**src/rtl/gsim_band_matvec.sv**
```systemverilog
// Banded 16x16 GSIM forward product b = A*x: load 16 x words, compute one row per cycle by shift-add, stream 16 b words.
// Latency 16 cycles from last x to first b; input stalls (in_ready=0) through CALC/OUT; output has no backpressure.
module gsim_band_matvec #(
    parameter int VEC_LEN = 16,
    parameter int W_X     = 32,
    parameter int FRAC    = 16,
    parameter int W_B     = 38
) (
    input  logic           clk,
    input  logic           reset,
    input  logic           in_en,
    input  logic [W_X-1:0] x_in,
    output logic           in_ready,
    output logic           out_valid,
    output logic [W_B-1:0] b_out,
    output logic [15:0]    b_int,
    output logic           b_sat,
    output logic           overrun
);
    localparam int CW  = $clog2(VEC_LEN);
    localparam int PAD = 3;
    localparam int XPW = VEC_LEN + 2 * PAD;
    localparam int IW  = $clog2(XPW);
    localparam logic [CW-1:0]       LAST  = CW'(VEC_LEN - 1);
    localparam logic signed [W_B:0] HALF  = (W_B + 1)'(1) << (FRAC - 1);
    localparam logic signed [W_B:0] T_MAX = (W_B + 1)'(32767);
    localparam logic signed [W_B:0] T_MIN = (W_B + 1)'(-32768);

    typedef enum logic [1:0] {
        S_LOAD = 2'd0,
        S_CALC = 2'd1,
        S_OUT  = 2'd2
    } state_t;

    state_t                state_q, state_d;
    logic [CW-1:0]         cnt_q, cnt_d;
    logic [W_X-1:0]        x_q [VEC_LEN];
    logic [W_X-1:0]        x_d [VEC_LEN];
    logic signed [W_B-1:0] b_q [VEC_LEN];
    logic signed [W_B-1:0] b_d [VEC_LEN];
    logic                  overrun_q, overrun_d;

    logic signed [W_B-1:0] xp [XPW];
    logic [IW-1:0]         base;
    logic signed [W_B-1:0] xc, s1, s2, s3, row_val;
    logic signed [W_B:0]   rnd, t;

    // Zero padding on both ends makes out-of-range band taps read as 0 without wrap.
    always_comb begin
        for (int i = 0; i < XPW; i++) begin
            xp[i] = '0;
        end
        for (int i = 0; i < VEC_LEN; i++) begin
            xp[i + PAD] = {{(W_B - W_X){x_q[i][W_X-1]}}, x_q[i]};
        end
    end

    always_comb begin
        base = IW'(cnt_q);
        xc   = xp[base + IW'(PAD)];
        s1   = xp[base + IW'(PAD - 1)] + xp[base + IW'(PAD + 1)];
        s2   = xp[base + IW'(PAD - 2)] + xp[base + IW'(PAD + 2)];
        s3   = xp[base] + xp[base + IW'(PAD + 3)];
        // 20*xc - 13*s1 + 6*s2 - s3
        row_val = (xc <<< 4) + (xc <<< 2)
                - ((s1 <<< 3) + (s1 <<< 2) + s1)
                + (s2 <<< 2) + (s2 <<< 1)
                - s3;
    end

    always_comb begin
        in_ready  = (state_q == S_LOAD);
        out_valid = (state_q == S_OUT);
        overrun   = overrun_q;
        b_out     = out_valid ? b_q[cnt_q] : '0;
        rnd       = {b_out[W_B-1], b_out} + HALF;
        t         = rnd >>> FRAC;
        b_sat     = 1'b0;
        b_int     = t[15:0];
        if (t > T_MAX) begin
            b_int = 16'h7FFF;
            b_sat = 1'b1;
        end else if (t < T_MIN) begin
            b_int = 16'h8000;
            b_sat = 1'b1;
        end
    end

    always_comb begin
        state_d   = state_q;
        cnt_d     = cnt_q;
        x_d       = x_q;
        b_d       = b_q;
        overrun_d = overrun_q | (in_en & ~in_ready);
        case (state_q)
            S_LOAD: begin
                if (in_en) begin
                    x_d[cnt_q] = x_in;
                    if (cnt_q == LAST) begin
                        cnt_d   = '0;
                        state_d = S_CALC;
                    end else begin
                        cnt_d = cnt_q + CW'(1);
                    end
                end
            end
            S_CALC: begin
                b_d[cnt_q] = row_val;
                if (cnt_q == LAST) begin
                    cnt_d   = '0;
                    state_d = S_OUT;
                end else begin
                    cnt_d = cnt_q + CW'(1);
                end
            end
            S_OUT: begin
                if (cnt_q == LAST) begin
                    cnt_d   = '0;
                    state_d = S_LOAD;
                end else begin
                    cnt_d = cnt_q + CW'(1);
                end
            end
            default: begin
                cnt_d   = '0;
                state_d = S_LOAD;
            end
        endcase
    end

    always_ff @(posedge clk) begin
        if (reset) begin
            state_q   <= S_LOAD;
            cnt_q     <= '0;
            overrun_q <= 1'b0;
            for (int i = 0; i < VEC_LEN; i++) begin
                x_q[i] <= '0;
                b_q[i] <= '0;
            end
        end else begin
            state_q   <= state_d;
            cnt_q     <= cnt_d;
            overrun_q <= overrun_d;
            for (int i = 0; i < VEC_LEN; i++) begin
                x_q[i] <= x_d[i];
                b_q[i] <= b_d[i];
            end
        end
    end
endmodule
```
**config.mk**
```make
export PLATFORM = sky130hd
export DESIGN_NAME = gsim_band_matvec
export DESIGN_NICKNAME = d
export VERILOG_FILES = /design/src/rtl/gsim_band_matvec.sv
export SDC_FILE = /design/constraint.sdc
export NUM_CORES = 2
export LEC_CHECK = 0
export CORE_AREA = 5 5 419 421
export DETAILED_ROUTE_END_ITERATION = 8
export DIE_AREA = 0 0 424 426
export GPL_ROUTABILITY_DRIVEN = 0
export PLACE_DENSITY = 0.63
export SLEW_MARGIN = 20
export SYNTH_ARGS = -nofsm -noshare
export SYNTH_HDL_FRONTEND = slang
export SYNTH_SLANG_ARGS = --single-unit
export TNS_END_PERCENT = 50
```
**constraint.sdc**
```tcl
create_clock -name clk -period 15.1 [get_ports clk]
set_input_delay 1.51 -clock clk [delete_from_list [all_inputs] [get_ports clk]]
set_output_delay 1.51 -clock clk [all_outputs]
set_load 0.005 [all_outputs]
```
==> qor.csv <==
metric,value,unit
port buffer count,92,
largest net degree at the start of global routing,232,
largest area contributor in the netlist,dfxtp_1,
Post-CTS Setup Bufs,0,
# clock sinks,1127,
CTS Hold Bufs,0,
min cycle time layout,12.77,ns
Leak,0.0275,uW
I/O Pins,93,
clock tree buffer depth,3,
Post-Route WL,310,mm
via count,72728,
Cell Pwr Density,197,nW/um^2
"delay-heaviest family, CP",compound AO/OA/AOI/OAI gates,
Via density,6.59,
status,"complete, no violations",
relative slew slack,0.137,
Final Net Count,9072,
hold slack,0.450,ns
Hold WC Path Type,reg -> reg,
CP Class,reg -> reg,
syn nets,9554,
Synth Register Bits,1127,
Synth area leaders,"dfxtp_1, mux4_2, nand2_1, a21oi_1, fa_1",
type of origin of the critical path,flip-flop,
core area,171000,um^2
"CTS clk-pin slew, worst paths",0.06,ns
starting density of the core,0.449,
crit-path max FO,34,
global-route wire length before repair,453,mm
"Seq/Total Area, Yosys",0.294,
CTS Buf Count,131,
layout cell share with drive strength beyond 1,0.128,
drt drc,0,
CP arrival,13.52,ns
period utilization,0.846,
Final setup viols,0,
async set-or-reset flop fraction in the synthesized netlist,0,
RSZ-0062 raised after global routing,no,
# fillers,16032,
Finished Core Util,0.488,
setup TNS,0,ns
top cell type's share of synthesized area,0.294,
Site Rows,152,
area growth from synthesis to layout,8.76,%
Crit-path slowest cell,ha_2,
Synth Cell Area,76700,um^2
vias in the first global route,68378,
Synth Warn #,0,
cell count after synthesis,9159,
initial antenna violation count,24,
clk root buf,clkbuf_16,
die extent in x,424,um
CP endpoint kind,flip-flop,
Worst path max stage delay,1.05,ns
post-route ant nets,0,
Post-Layout Cell Count,11029,
DRT Pass-1 Iters,7,
fin. max-slew vios,0,
Chip Height,426,um
Buf/Inv on CP,6,
H-tree depth,4,
Max-Cap Viols,0,
TritonCTS clock tree,built,
total grt overflow,0,
GRT Total Usage,0.334,
1st-iter DRT viols,11002,
WL/cell,28.1,um
Post-synth EDFFs,0,
clock latency on the worst-skew pair,0.85,ns
Least-Margin Pin Slew,1.28,ns
cts repair resizes,0,
die footprint,181000,um^2
Critical Path RT,15.85,ns
final setup skew,0.0616,ns
placed instance count,10777,
Peak VDD IR,0.627,mV
most common flop cell mapped by yosys,dfxtp_1,
Mean Syn Cell Area,8.38,um^2
post-DP HPWL,189,mm
Fin. Hold Viols,0,
FMAX,78.3,MHz
library cells used by synthesis,81,
==> final cells by class <==
| class | instances | area [um^2] | area share |
|---|---|---|---|
| well taps | 2233 | 2790 | 0.0335 |
| flip-flops and latches | 1127 | 22600 | 0.270 |
| clock buffers | 185 | 3750 | 0.0449 |
| clock inverters | 50 | 746 | 0.00893 |
| inverters | 338 | 1280 | 0.0153 |
| multi-input cells | 6806 | 49900 | 0.598 |
| repair buffers | 273 | 2400 | 0.0288 |
| diodes | 17 | 42.5 | 0.000510 |
==> cell usage in the layout (no fill, tap or decap), types with 49 or more instances in the layout <==
cell             Yosys  routed
a21oi_1           1286    1282
dfxtp_1           1127    1123
ha_1               131     126
buf_4               10     170
o22ai_1            105     103
fa_1               229     227
clkbuf_16            0     131
a31oi_1             53      49
a211oi_1            74      74
inv_1              337     335
xnor2_1             95      85
a221oi_1            64      64
clkdlybuf4s50_1      0      91
o21ai_0            220     219
mux2i_1            244     244
nand3_1            195     165
nand2_1           2537    2535
nor2_1             342     338
mux4_2             556     556
==> sequential cells by signal (all words and copies together) (netlist names) <==
| name | count |
|---|---|
| b_q | 608 |
| x_q | 512 |
| cnt_q | 4 |
| state_q | 2 |
| overrun | 1 |
==> worst paths after layout <==
check                   startpoint                    end  slack (ns)  cells after the start
max reg2reg  cnt_q[3]$_SDFFE_PP0N_  b_q[605]$_SDFFE_PP0P_        2.33                     40
max          cnt_q[3]$_SDFFE_PP0N_  b_q[605]$_SDFFE_PP0P_        2.33                     40
min          b_q[101]$_SDFFE_PP0P_  b_q[101]$_SDFFE_PP0P_        0.45                      2
min reg2reg  b_q[101]$_SDFFE_PP0P_  b_q[101]$_SDFFE_PP0P_        0.45                      2
==> Yosys cell counts, drive strengths merged (54+ instances only) <==
cell type and number:
mux4 592, a31oi 54, inv 338, fa 229, nor2 342, buf 177
a21oi 1286, nand3 195, nand2 2537, xnor2 96, o21ai 222, a221oi 65
clkbuf 710, mux2i 244, dfxtp 1127, o22ai 106, ha 131, a211oi 74
==> kinds of logic (layout without fill, tap and decap cells) <==
logic type | Yosys count | count (layout) | share of synthesized area
mux | 839 | 839 | 0.208
flops | 1127 | 1127 | 0.294
fa+ha+maj | 365 | 365 | 0.0817
buf+inv | 1226 | 846 | 0.0645
simple gates | 3361 | 3361 | 0.178
xor+xnor | 141 | 141 | 0.0164
other cells | 0 | 17 | 0
compound gates | 2100 | 2100 | 0.158
==> power by group <==
part	total, uW	switching [uW]	internal, uW	leakage (uW)
sequential	3010	26.0	2990	0.00908
clock	3340	1450	1890	0.00218
combinational	10100	7410	2660	0.0162
total	16400	8890	7540	0.0275
==> metal layers <==
metal / part of all wire / GRT usage
met5: 0.00024 / 0.00215
met1: 0.36 / 0.419
met2: 0.43 / 0.494
met4: 0.083 / 0.232
met3: 0.13 / 0.0991
==> metrics by stage <==
step | instance area (um^2) | total power [uW] | setup WS (ns)
floorplan | 76700 | 8890 | 3.84
global placement | 78800 | 12500 | 2.84
detailed placement | 78800 | 12600 | 2.67
CTS | 83300 | 16000 | 2.62
global route | 83500 | 17100 | 1.99
finish | 83500 | 16400 | 2.33
==> worst min-delay path, delay by kind of cell (launching register included) <==
family / cells / cell delay, ns
DFF: 1 / 0.30
and+or+nand+nor: 1 / 0.05
AOI/OAI and AO/OA: 1 / 0.05
(Power assumes the default switching activity.)
